[src/rtl/ats21_pkg.sv]
// ats21_pkg: shared FSM state encoding, ATS21 status codes and default sizing.
package ats21_pkg;
    typedef enum logic [1:0] {
        ST_IDLE = 2'd0,
        ST_REQ  = 2'd1,
        ST_RESP = 2'd2,
        ST_GAP  = 2'd3
    } state_t;
    localparam logic [1:0] STAT_OK      = 2'b00;
    localparam logic [1:0] STAT_ERR     = 2'b01;
    localparam logic [1:0] STAT_BUSY    = 2'b10;
    localparam logic [1:0] STAT_TIMEOUT = 2'b11;
    localparam int NUM_ALARMS_DEF = 24;
endpackage

[src/rtl/ats21_alarm_monitor.sv]
// ats21_alarm_monitor: samples the alarm vector while ready is low and keeps sticky rising-edge flags.
module ats21_alarm_monitor import ats21_pkg::*; #(
    parameter int W = NUM_ALARMS_DEF
) (
    input  logic         clk,
    input  logic         reset,
    input  logic         ready,
    input  logic [W-1:0] data,
    input  logic [W-1:0] alarm_clr,
    output logic [W-1:0] alarm_pending,
    output logic         alarm_irq
);
    logic [W-1:0] prev;
    logic [W-1:0] rise;
    // data carries a payload while ready is high, so those cycles are not alarm samples
    assign rise = ready ? '0 : (data & ~prev);
    assign alarm_irq = |alarm_pending;
    always_ff @(posedge clk) begin
        if (reset) begin
            prev          <= '0;
            alarm_pending <= '0;
        end else begin
            prev          <= ready ? prev : data;
            alarm_pending <= (alarm_pending & ~alarm_clr) | rise;
        end
    end
endmodule

[src/rtl/ats21_host.sv]
// ats21_host: single-outstanding command host for the ATS21 req/ready handshake with timeout abort
// and an alarm-finished monitor.
module ats21_host import ats21_pkg::*; #(
    parameter int NUM_ALARMS     = NUM_ALARMS_DEF,
    parameter int TIMEOUT_CYCLES = 64
) (
    input  logic                  clk,
    input  logic                  reset,
    input  logic                  cmd_valid,
    output logic                  cmd_ready,
    input  logic [15:0]           cmd_a,
    input  logic [15:0]           cmd_b,
    output logic                  rsp_valid,
    output logic [1:0]            rsp_stat,
    output logic [NUM_ALARMS-1:0] rsp_data,
    output logic                  req,
    output logic [15:0]           ctrlA,
    output logic [15:0]           ctrlB,
    input  logic                  ready,
    input  logic [1:0]            stat,
    input  logic [NUM_ALARMS-1:0] data,
    input  logic [NUM_ALARMS-1:0] alarm_clr,
    output logic [NUM_ALARMS-1:0] alarm_pending,
    output logic                  alarm_irq
);
    localparam int CW = $clog2(TIMEOUT_CYCLES) + 1;
    localparam logic [CW-1:0] LAST = CW'(TIMEOUT_CYCLES - 1);

    state_t                  state;
    logic [15:0]             a_q, b_q;
    logic [CW-1:0]           cnt;
    logic [1:0]              stat_q;
    logic [NUM_ALARMS-1:0]   data_q;

    assign cmd_ready = (state == ST_IDLE) & ~reset;
    assign req       = state == ST_REQ;
    assign ctrlA     = req ? a_q : '0;
    assign ctrlB     = req ? b_q : '0;
    assign rsp_valid = state == ST_RESP;
    assign rsp_stat  = rsp_valid ? stat_q : '0;
    assign rsp_data  = rsp_valid ? data_q : '0;

    always_ff @(posedge clk) begin
        if (reset) begin
            state  <= ST_IDLE;
            a_q    <= '0;
            b_q    <= '0;
            cnt    <= '0;
            stat_q <= STAT_OK;
            data_q <= '0;
        end else begin
            case (state)
                ST_IDLE: if (cmd_valid) begin
                    a_q   <= cmd_a;
                    b_q   <= cmd_b;
                    cnt   <= '0;
                    state <= ST_REQ;
                end
                ST_REQ: begin
                    // a completion in the final allowed cycle still beats the timeout
                    if (ready) begin
                        stat_q <= stat;
                        data_q <= data;
                        state  <= ST_RESP;
                    end else if (cnt == LAST) begin
                        stat_q <= STAT_TIMEOUT;
                        data_q <= '0;
                        state  <= ST_RESP;
                    end else begin
                        cnt <= cnt + CW'(1);
                    end
                end
                ST_RESP: state <= ST_GAP;
                default: state <= ST_IDLE;
            endcase
        end
    end

    ats21_alarm_monitor #(.W(NUM_ALARMS)) u_alarm (
        .clk          (clk),
        .reset        (reset),
        .ready        (ready),
        .data         (data),
        .alarm_clr    (alarm_clr),
        .alarm_pending(alarm_pending),
        .alarm_irq    (alarm_irq)
    );
endmodule
[config.mk]
export PLATFORM = sky130hd
export DESIGN_NAME = ats21_host
export DESIGN_NICKNAME = d
export VERILOG_FILES = /design/src/rtl/ats21_pkg.sv /design/src/rtl/ats21_alarm_monitor.sv /design/src/rtl/ats21_host.sv
export SDC_FILE = /design/constraint.sdc
export NUM_CORES = 1
export LEC_CHECK = 0
export BUFFER_PORTS_ARGS = -buffer_cell sky130_fd_sc_hd__buf_4
export CAP_MARGIN = 20
export CORE_MARGIN = 2
export CORE_UTILIZATION = 45
export DETAILED_ROUTE_END_ITERATION = 12
export GPL_ROUTABILITY_DRIVEN = 0
export HOLD_SLACK_MARGIN = 0.05
export PLACE_DENSITY = 0.77
export SLEW_MARGIN = 20
export SYNTH_ARGS = -nofsm -noshare
export SYNTH_HDL_FRONTEND = slang
export SYNTH_SLANG_ARGS = --single-unit
[constraint.sdc]
create_clock -name clk -period 1.7 [get_ports clk]
set_input_delay 0.17 -clock clk [delete_from_list [all_inputs] [get_ports clk]]
set_output_delay 0.17 -clock clk [all_outputs]
set_load 0.02 [all_outputs]
Yosys cells after proc, flatten, opt, wreduce, memory -nomap -nowiden
Cells that the tools add are included.
{"block": "totals", "ff_bits": 115, "latch_bits": 0, "ram_bits": 0, "romBits": 0, "word_cells": 48, "memories": 0}
{"block": "op_classes", "n_addsub": 1, "n_mul": 0, "div_mod_pow": 0, "n_lt_le_gt_ge": 0, "eq_ne": 7, "shift": 0, "mux": 17, "bitwise_logic": 7, "reduce_logical": 8}
{"cell": "24-bit two-way mux", "n": 4}
{"cell": "24-bit AND", "n": 2}
{"cell": "24-bit inverter", "n": 2}
{"cell": "16-bit two-way mux", "n": 2}
{"cell": "24-bit bitwise OR", "n": 1}
{"cell": "24-bit OR reduction", "n": 1}
{"cell": "7-bit two-way mux", "n": 3}
{"cell": "7-bit case mux with 2 select lines", "n": 1}
{"cell": "2-bit two-way mux", "n": 6}
{"cell": "7-bit by 1-bit adder with 7-bit output (second input constant)", "n": 1}
{"cell": "7-bit by 6-bit equality test with 1-bit output (second input constant)", "n": 1}
{"cell": "2-bit inequality test (second input constant)", "n": 3}
{"cell": "2-bit case mux with 3 select lines", "n": 1}
{"cell": "2-bit AND reduction", "n": 3}
{"cell": "4-bit AND reduction", "n": 1}
{"cell": "2-bit nonzero test", "n": 2}
{"cell": "3-bit by 1-bit inequality test with 1-bit output (second input constant)", "n": 1}
{"cell": "2-bit by 1-bit equality test with 1-bit output (second input constant)", "n": 1}
{"cell": "2-bit equality test (second input constant)", "n": 1}
{"cell": "2-bit zero test", "n": 1}
{"cell": "1-bit AND", "n": 1}
{"cell": "1-bit inverter", "n": 1}

Depth between registers and ports, before layout
Gate-level depths: netlist (run 1).
{"block": "depth", "depth_word": 4, "depth_mapped": 7, "ltp_nobuf": 6}

By module
From an unflattened synthesis (run 1), not the netlist that was laid out.
{"block": "hier_totals", "hier_cells": 548, "area_unflattened_um2": 4752.1}
{"mod": "ats21_host", "n_inst": 1, "cells_per_inst": 338, "area_per_inst_um2": 2860.2, "seq_area_each_um2": 1341.3}
{"mod": "ats21_alarm_monitor", "n_inst": 1, "cells_per_inst": 210, "area_per_inst_um2": 1891.8, "seq_area_each_um2": 960.9}

Worst setup path after synthesis (run 1)
No wires, ideal clock.
{"block": "synth_path", "kind": "flip-flop to output port", "startpoint": "register state[1]", "endpoint": "output port ctrlA[15]", "arrival_time_ns": 1.530, "required_ns": 1.530, "setup_slack_ns": 0.000, "path_stages_with_launch": 6, "path_cell_list": "dfxtp_1 > inv_1 > ha_1 > clkbuf_1 > buf_1 > and2_1"}
{"block": "synth_between", "elab_chain_cells": 2}
{"element": "start: declaration", "line": "ats21_host.sv:29", "source": "state_t state;"}
{"element": "start signal: assignment", "line": "ats21_host.sv:45", "source": "state <= ST_IDLE;"}
{"element": "start signal: assignment", "line": "ats21_host.sv:57", "source": "state <= ST_REQ;"}
{"element": "start signal: assignment", "line": "ats21_host.sv:64", "source": "state <= ST_RESP;"}
{"element": "2-bit by 1-bit equality test with 1-bit output", "line": "ats21_host.sv:36", "source": "assign req = state == ST_REQ;"}
{"element": "via req", "line": "ats21_host.sv:16", "source": "output logic req,"}
{"element": "16-bit two-way mux", "line": "ats21_host.sv:37", "source": "assign ctrlA = req ? a_q : '0;"}
{"element": "end: declaration", "line": "ats21_host.sv:17", "source": "output logic [15:0] ctrlA,"}
The timed path passes the listed nets, and every way through them passes these cells.

Worst setup path after layout (run 1)
{"block": "layout_path", "startpoint": "register u_alarm.alarm_pending[21]", "endpoint": "output port alarm_irq"}
{"block": "layout_between", "elab_chain_cells": 1}
{"element": "start: declaration", "line": "ats21_alarm_monitor.sv:10", "source": "output logic [W-1:0] alarm_pending,"}
{"element": "start signal: assignment", "line": "ats21_alarm_monitor.sv:24", "source": "alarm_pending <= (alarm_pending & ~alarm_clr) | rise;"}
{"element": "24-bit OR reduction", "line": "ats21_alarm_monitor.sv:17", "source": "assign alarm_irq = |alarm_pending;"}
{"element": "end: declaration", "line": "ats21_host.sv:24", "source": "output logic alarm_irq"}
Every way passes these cells.

==> results of run 1 <==
==> per-layer routing <==
layer  GRT usage [%]  part of all wire (%)  vias up
met5               0                     0        -
met4            12.3                   2.2        0
met3            8.03                   7.5       42
met2            51.8                    51      260
met1            33.6                    40     2462
li1                -                     -     2405
==> final cells by class <==
cell class              count  share of cell area [%]
repair buffers            293                    32.5
multi-input cells         373                    29.1
flip-flops and latches    115                    27.1
clock buffers              24                    5.97
well taps                 136                    1.99
clock inverters             8                    1.96
inverters                  28                    1.29
diodes                      1                  0.0293
==> flip-flops by register name (all words and copies together), names as in the netlist <==
name and count:
u_alarm.prev 24, b_q 16, u_alarm.alarm_pending 24, stat_q 2, a_q 16, data_q 24
state 2, cnt 7
==> per-stage QoR <==
stage	setup TNS, ns	total power [mW]	util [%]	worst slack, ns	cell area, um^2
after floorplan	0	4.42	-	0.000276	4710
after global placement	0	5.20	60.6	0.0245	6200
after detailed placement	-1.86	5.29	60.6	-0.0880	6200
after CTS	-6.28	10.4	82.9	-0.230	8490
after global routing	-8.15	11.0	83.5	-0.270	8550
final	-6.10	10.6	83.6	-0.218	8550
==> layout by cell type, fill, tap and decap left out, types with 24 or more instances in the layout <==
cell type / Yosys / layout
buf_4: 0 / 125
dfxtp_1: 115 / 109
dlygate4sd3_1: 0 / 82
buf_6: 0 / 78
nand2_1: 72 / 72
a21oi_1: 66 / 64
and2_4: 0 / 58
nor2_1: 54 / 53
inv_1: 28 / 26
a22o_1: 24 / 24
mux2i_1: 24 / 24
nor3b_1: 24 / 24
==> cells by family (layout without fill, tap and decap cells) <==
logic type,after synthesis,in the layout,synth area share [%]
other,0,1,0
buffers and inverters,63,353,5.18
AO/OA/AOI/OAI,103,103,13.4
multiplexers,24,24,5.10
adder cells (fa/ha/maj),5,5,1.33
AND/OR/NAND/NOR,240,241,26.1
flip-flops,115,115,48.8
==> synth_stat cells, types with 4 or more instances <==
library cell	number
a31oi_1	4
mux2i_1	24
a21oi_1	66
a22o_1	24
buf_2	6
nor4_1	8
and2_1	59
nor2_1	54
nand2_1	72
inv_1	28
dfxtp_1	115
clkbuf_1	26
ha_1	5
nor3b_1	24
==> power by group <==
part           total [mW]  switching (mW)  leakage, nW  internal [mW]
combinational        3.34            1.63         2.55           1.70
clock                3.99            1.19        0.333           2.80
sequential           3.26           0.228        0.946           3.04
total                10.6            3.05         3.83           7.54
==> repair_timing <==
action,CTS,global route
pin swaps,53,12
gates resized for setup,170,23
setup buffers,12,10
endpoints found under the hold margin,106,0
hold buffers,82,0
setup endpoints to repair,89,92
gates cloned,5,1
==> worst max path at each step <==
stage	startpoint	endpoint	cells past startpoint
final	u_alarm.alarm_pending[21]$_SDFF_PP0_	alarm_irq	5
after global routing	u_alarm.alarm_pending[21]$_SDFF_PP0_	alarm_irq	5
after CTS	u_alarm.alarm_pending[18]$_SDFF_PP0_	alarm_irq	5
after detailed placement	state[1]$_SDFFE_PP0P_	data_q[12]$_SDFFE_PP0P_	5
after global placement	state[1]$_SDFFE_PP0P_	data_q[12]$_SDFFE_PP0P_	5
after floorplan	state[1]$_SDFFE_PP0P_	ctrlA[15]	5
==> critical path, cell delays in order, from the launching register on <==
cell and delay, ns:
dfxtp_4 0.35, nor4_4 0.28, buf_4 0.15, and4_4 0.23
nand3_4 0.07, buf_6 0.16
==> impl_results.md, run 1 <==
* FF+latch area at 2320 um^2
* Synth async-reset ratio at 0%
* Synth Area per Inst at 8.57 um^2
* Number of I/O pins at 172
* First-pass iteration count of the detailed router at 5
* Antenna violations before repair at 0
* Final setup violation count at 57
* Initial Utilization at 46.1%
* Root Driver: clkbuf_8
* Mapped Cells at 550
* Pwr dens at 1240 nW/um^2
* Reg-to-reg endpoint: state[0]$_SDFFE_PP0P_
* Height of the die at 106 um
* Worst hold path type: input pin to flop
* DR vias/cell at 5.29
* Synth Net Count at 641
* Max-slew violations at 0
* Crit path max fanout at 2
* Multi-input gate area at 2490 um^2
* Failing checks: negative setup slack
* Worst reg2reg path startpoint: state[1]$_SDFFE_PP0P_
* Remaining global-route overflow at 0
* Row cnt at 37
* Hold path endpoint: data_q[13]$_SDFFE_PP0P_
* Worst r2r path cells at 8
* Nets at 919
* Internal reg-to-reg setup slack at -0.02 ns
* Number of synthesized flops with an enable pin at 0
* Synthesis warning total at 0
* Post-route worst setup slack at -0.218 ns
* Worst setup EP type: output port
* ANT nets after route at 0
* Yosys cell types at 34
* Period utilization at 113%
* Netlist Area Pre-Place at 4710 um^2
* Final HPWL DP at 8.65 mm
* Actual slew at the worst max-slew pin at 0.497 ns
* Initial DRC count at 267
* Layout cells sized above 1 at 39.4%
* Clk_skew at 0.00639 ns
* #FFs+latches synth at 115
* Clk buf depth at 2
* Clock slew at reported path FFs at 0.05 ns
* Final Hold Slack at 0.200 ns
* First-pass GRT wire length at 26.4 mm
* Area growth syn-to-layout at 81.3%
* CP arrival at 1.75 ns
* Lkg Pwr at 3.83 nW
* Fill cells at 532
* CTS tree: done
* Synth area leader: dfxtp_1
* Clock Latency Late Sink at 0.51 ns
* Max-cap viol count at 0
* Final hold viol count at 0
* Top post-synthesis cells by area: dfxtp_1, and2_1, a21oi_1
* Worst setup SP type: flop
* Hold_sp: reset
* Outcome: complete, but fails checks
* Via Count at 5169
* Overall Global Routing Usage at 29.5%
* Share of the synthesized area in the top cell type at 48.8%
* Post-route DRC violation count at 0
* Die area at 11300 um^2
* Maximum VDD drop at 0.778 mV
* WL/cell at 17.5 um
* CTS H-tree lvls at 4
* Minimum clock period at 1.92 ns
* Worst hold path depth at 3
* Detailed Route WL at 17.1 mm
* Number of clock sinks at 115
* Ys flop type: dfxtp_1
* CP Class: flop to output port
* TritonCTS Buffers at 17
* Max Fclk at 0.521 GHz
* Largest net degree at the start of global routing at 95
* Unrepaired setup endpoints after global routing: true
* Seq/Total Area, Yosys at 48.8%
* Port Buffer Count at 171
* Critical Path RT at 1.53 ns
* Final cell count without fillers at 978
* Max-Slew Margin vs Limit at 66.6%
* Vias in the first global route at 5385
* Total core area at 10200 um^2
* Dpl cells at 840
* Overall die width at 106 um
(Power assumes the default switching activity.)
==> run 2: changes to the inputs <==
--- a/config.mk
+++ b/config.mk
@@ -12,8 +12,9 @@
 export DETAILED_ROUTE_END_ITERATION = 12
 export GPL_ROUTABILITY_DRIVEN = 0
 export HOLD_SLACK_MARGIN = 0.05
-export PLACE_DENSITY = 0.77
+export PLACE_DENSITY = 0.76
 export SLEW_MARGIN = 20
 export SYNTH_ARGS = -nofsm -noshare
 export SYNTH_HDL_FRONTEND = slang
+export SYNTH_HIERARCHICAL = 1
 export SYNTH_SLANG_ARGS = --single-unit
==> constraint.sdc (replaced) <==
create_clock -name clk -period 1.6 [get_ports clk]
set_input_delay 0.16 -clock clk [delete_from_list [all_inputs] [get_ports clk]]
set_output_delay 0.16 -clock clk [all_outputs]
set_load 0.02 [all_outputs]
==> run 2 against run 1 <==
Compared with the run above:
- the flow still finishes with violations (negative setup slack)
- critical path type unchanged
- setup slack got worse by 0.015 ns
- synthesized cell count decreased by 0.36%
- combinational power increased by 22%
- sequential share of layout area decreased by 0.56 points
- largest cell class unchanged
- core utilization rose by 1.6 points
==> impl_results.md, run 2 <==
* Height of the die at 107 um (was 106 um)
* Detailed Route WL at 18.7 mm (was 17.1 mm)
* Post-route DRC violation count at 0 (unchanged)
* Max-cap viol count at 0 (unchanged)
* Commonest cells post-synth: dfxtp_1, nand2_1, a21oi_1 (unchanged)
* Max-slew violations at 0 (unchanged)
* Unrepaired setup endpoints after global routing: true (unchanged)
* Worst setup SP type: flop (unchanged)
* CP Class: flop to output port (unchanged)
* First-pass iteration count of the detailed router at 5 (unchanged)
* Row cnt at 37 (unchanged)
* WL/cell at 19.0 um (was 17.5 um)
* Minimum clock period at 1.83 ns
* Mapped Cells at 548 (was 550)
* Via Count at 5323 (was 5169)
* Root Driver: clkbuf_8 (unchanged)
* Largest net degree at the start of global routing at 49 (was 95)
* Ant. Diodes at 0 (was 1)
* Overall Global Routing Usage at 28.1% (was 29.5%)
* TritonCTS Buffers at 17 (unchanged)
* Most common cell in the netlist: dfxtp_1 (unchanged)
* Final setup violation count at 80 (was 57)
* Antenna violations before repair at 0 (unchanged)
* Synth async-reset ratio at 0% (unchanged)
* Area growth syn-to-layout at 84.2% (was 81.3%)
* Nets at 926 (was 919)
* Remaining global-route overflow at 0 (unchanged)
* CP arrival at 1.67 ns (was 1.75 ns)
* Final Hold Slack at 0.0846 ns (was 0.200 ns)
* Initial DRC count at 367 (was 267)
* Outcome: complete, but fails checks (unchanged)
* Pwr dens at 1320 nW/um^2 (was 1240 nW/um^2)
* Failing checks: negative setup slack (unchanged)
* Period utilization at 115%
* Synth Area per Inst at 8.67 um^2 (was 8.57 um^2)
* #FFs+latches synth at 115 (unchanged)
* Pre-CTS setup slack at -0.0424 ns (was -0.0880 ns)
* Netlist Area Pre-Place at 4750 um^2 (was 4710 um^2)
* Max-Slew Margin vs Limit at 63.5% (was 66.6%)
* Clock Latency Late Sink at 0.52 ns (was 0.51 ns)
* CTS H-tree lvls at 4 (unchanged)
* Critical path's slowest cell: dfxtp_1 (was dfxtp_4)
* Number of clock sinks at 115 (unchanged)
* Share of the synthesized area in the top cell type at 48.4% (was 48.8%)
* Maximum VDD drop at 1.06 mV (was 0.778 mV)
* Ys flop type: dfxtp_1 (unchanged)
* Synth area leader: dfxtp_1 (unchanged)
* Clock slew at reported path FFs at 0.06 ns (was 0.05 ns)
* Actual slew at the worst max-slew pin at 0.542 ns (was 0.497 ns)
* Max Fclk at 0.546 GHz
* Number of synthesized flops with an enable pin at 0 (unchanged)
* ANT nets after route at 0 (unchanged)
* Number of I/O pins at 172 (unchanged)
* Vias in the first global route at 5156 (was 5385)
* Yosys cell types at 34 (unchanged)
* Lkg Pwr at 3.94 nW (was 3.83 nW)
* Synthesis warning total at 6 (was 0)
* Fill cells at 516 (was 532)
* Final core occ at 85.2% (was 83.6%)
* Top post-synthesis cells by area: dfxtp_1, and2_1, a21oi_1 (unchanged)
* Final HPWL DP at 8.87 mm (was 8.65 mm)
* Clk_skew at 0.00884 ns (was 0.00639 ns)
* Commonest non-fill, non-tap cell in the layout: buf_4 (unchanged)
* Die area at 11400 um^2 (was 11300 um^2)
* Setup_tns at -10.88 ns (was -6.10 ns)
* Post-route worst setup slack at -0.233 ns (was -0.218 ns)
* First-pass GRT wire length at 25.0 mm (was 26.4 mm)
* Most frequent cells in the layout: buf_4, dfxtp_1, dlygate4sd3_1, buf_6, nand2_1 (unchanged)
* Critical Path RT at 1.44 ns (was 1.53 ns)
* DR vias/cell at 5.41 (was 5.29)
* Largest registers: data_q (24), u_alarm/alarm_pending (24), u_alarm/prev (24) (was data_q (24), u_alarm.alarm_pending (24), u_alarm.prev (24))
* Port Buffer Count at 171 (unchanged)
* Final hold viol count at 0 (unchanged)
* Layout cells sized above 1 at 40.7% (was 39.4%)
* CTS tree: done (unchanged)
* Max stage delay on crit path at 0.35 ns (about the same)
* Crit path max fanout at 3 (was 2)
* Critical path cell sequence: nor4_4 -> and4_1 -> nand3_2 -> buf_6 (was nor4_4 -> buf_4 -> and4_4 -> nand3_4 -> buf_6)
* Synth Net Count at 639 (was 641)
* Worst hold path type: input pin to flop (unchanged)
* Initial Utilization at 46.2% (was 46.1%)
* Clk buf depth at 2 (unchanged)
* Total core area at 10300 um^2 (was 10200 um^2)
* Overall die width at 107 um (was 106 um)
* Seq/Total Area, Yosys at 48.4% (was 48.8%)
* Worst setup EP type: output port (unchanged)
[run 2: logic make-up after synthesis]
group	count (synthesis)	synth area share, %
AOI/OAI and AO/OA	100	13.1
adders and majority gates	5	1.32
buffers and inverters	60	5.48
DFF	115	48.4
muxes	27	5.69
and+or+nand+nor	241	26.0
[run 2: metrics by stage]
stage | power, mW | instances | area, um^2
2_1_floorplan | 4.73 | 548 | 4760
3_3_place_gp | 5.55 | 840 | 6230
3_5_place_dp | 5.64 | 840 | 6230
4_1_cts | 10.5 | 967 | 8260
5_1_grt | 11.9 | 984 | 8750
6_report | 11.5 | 984 | 8750
[run 2: layout make-up]
cell class | instances | area [um^2] | share of cell area, %
Inverter | 26 | 103 | 1.17
Sequential cell | 115 | 2320 | 26.5
Timing Repair Buffer | 302 | 3000 | 34.3
Clock buffer | 18 | 428 | 4.89
Tap cell | 136 | 170 | 1.94
Clock inverter | 14 | 200 | 2.29
Multi-Input combinational cell | 373 | 2520 | 28.8
[run 2: final timing paths]
path	from	end	slack, ns	depth (start not counted)
worst min-delay path	ready	stat_q[0]$_SDFFE_PP0P_	0.08	4
worst max-delay path	u_alarm/alarm_pending[9]$_SDFF_PP0_	alarm_irq	-0.23	4
worst max register to register	state[0]$_SDFFE_PP0P_	cnt[0]$_SDFFE_PP0P_	-0.05	6
worst min register to register	a_q[15]$_SDFFE_PP0P_	a_q[15]$_SDFFE_PP0P_	0.45	2
[run 2: worst max-delay path, delay by kind of cell, from the launching register on]
family        cells  cell delay, ns
flops             1            0.35
simple gates      3            0.64
buf+inv           1            0.15
[run 2: where the power goes]
group / total [mW] / switching (mW) / internal, mW
logic: 4.06 / 1.92 / 2.15
clock network: 4.02 / 1.43 / 2.59
registers: 3.46 / 0.246 / 3.22
[run 2: timing repair]
action,in CTS,in global routing
endpoints found under the hold margin,108,0
resized for setup,129,68
pin swaps,18,59
cloned,1,11
buffers inserted,11,7
endpoints found under the setup margin,65,114
hold buffers,83,0
[run 2: routing by layer]
metal  vias to the layer above  global-route usage [%]  part of all wire [%]
met3                        59                    7.90                   8.0
met1                      2550                    29.9                    36
met2                       296                    51.9                    53
met4                         0                    11.2                   3.1
met5                         -                       0                     0
li1                       2418                       -                     -
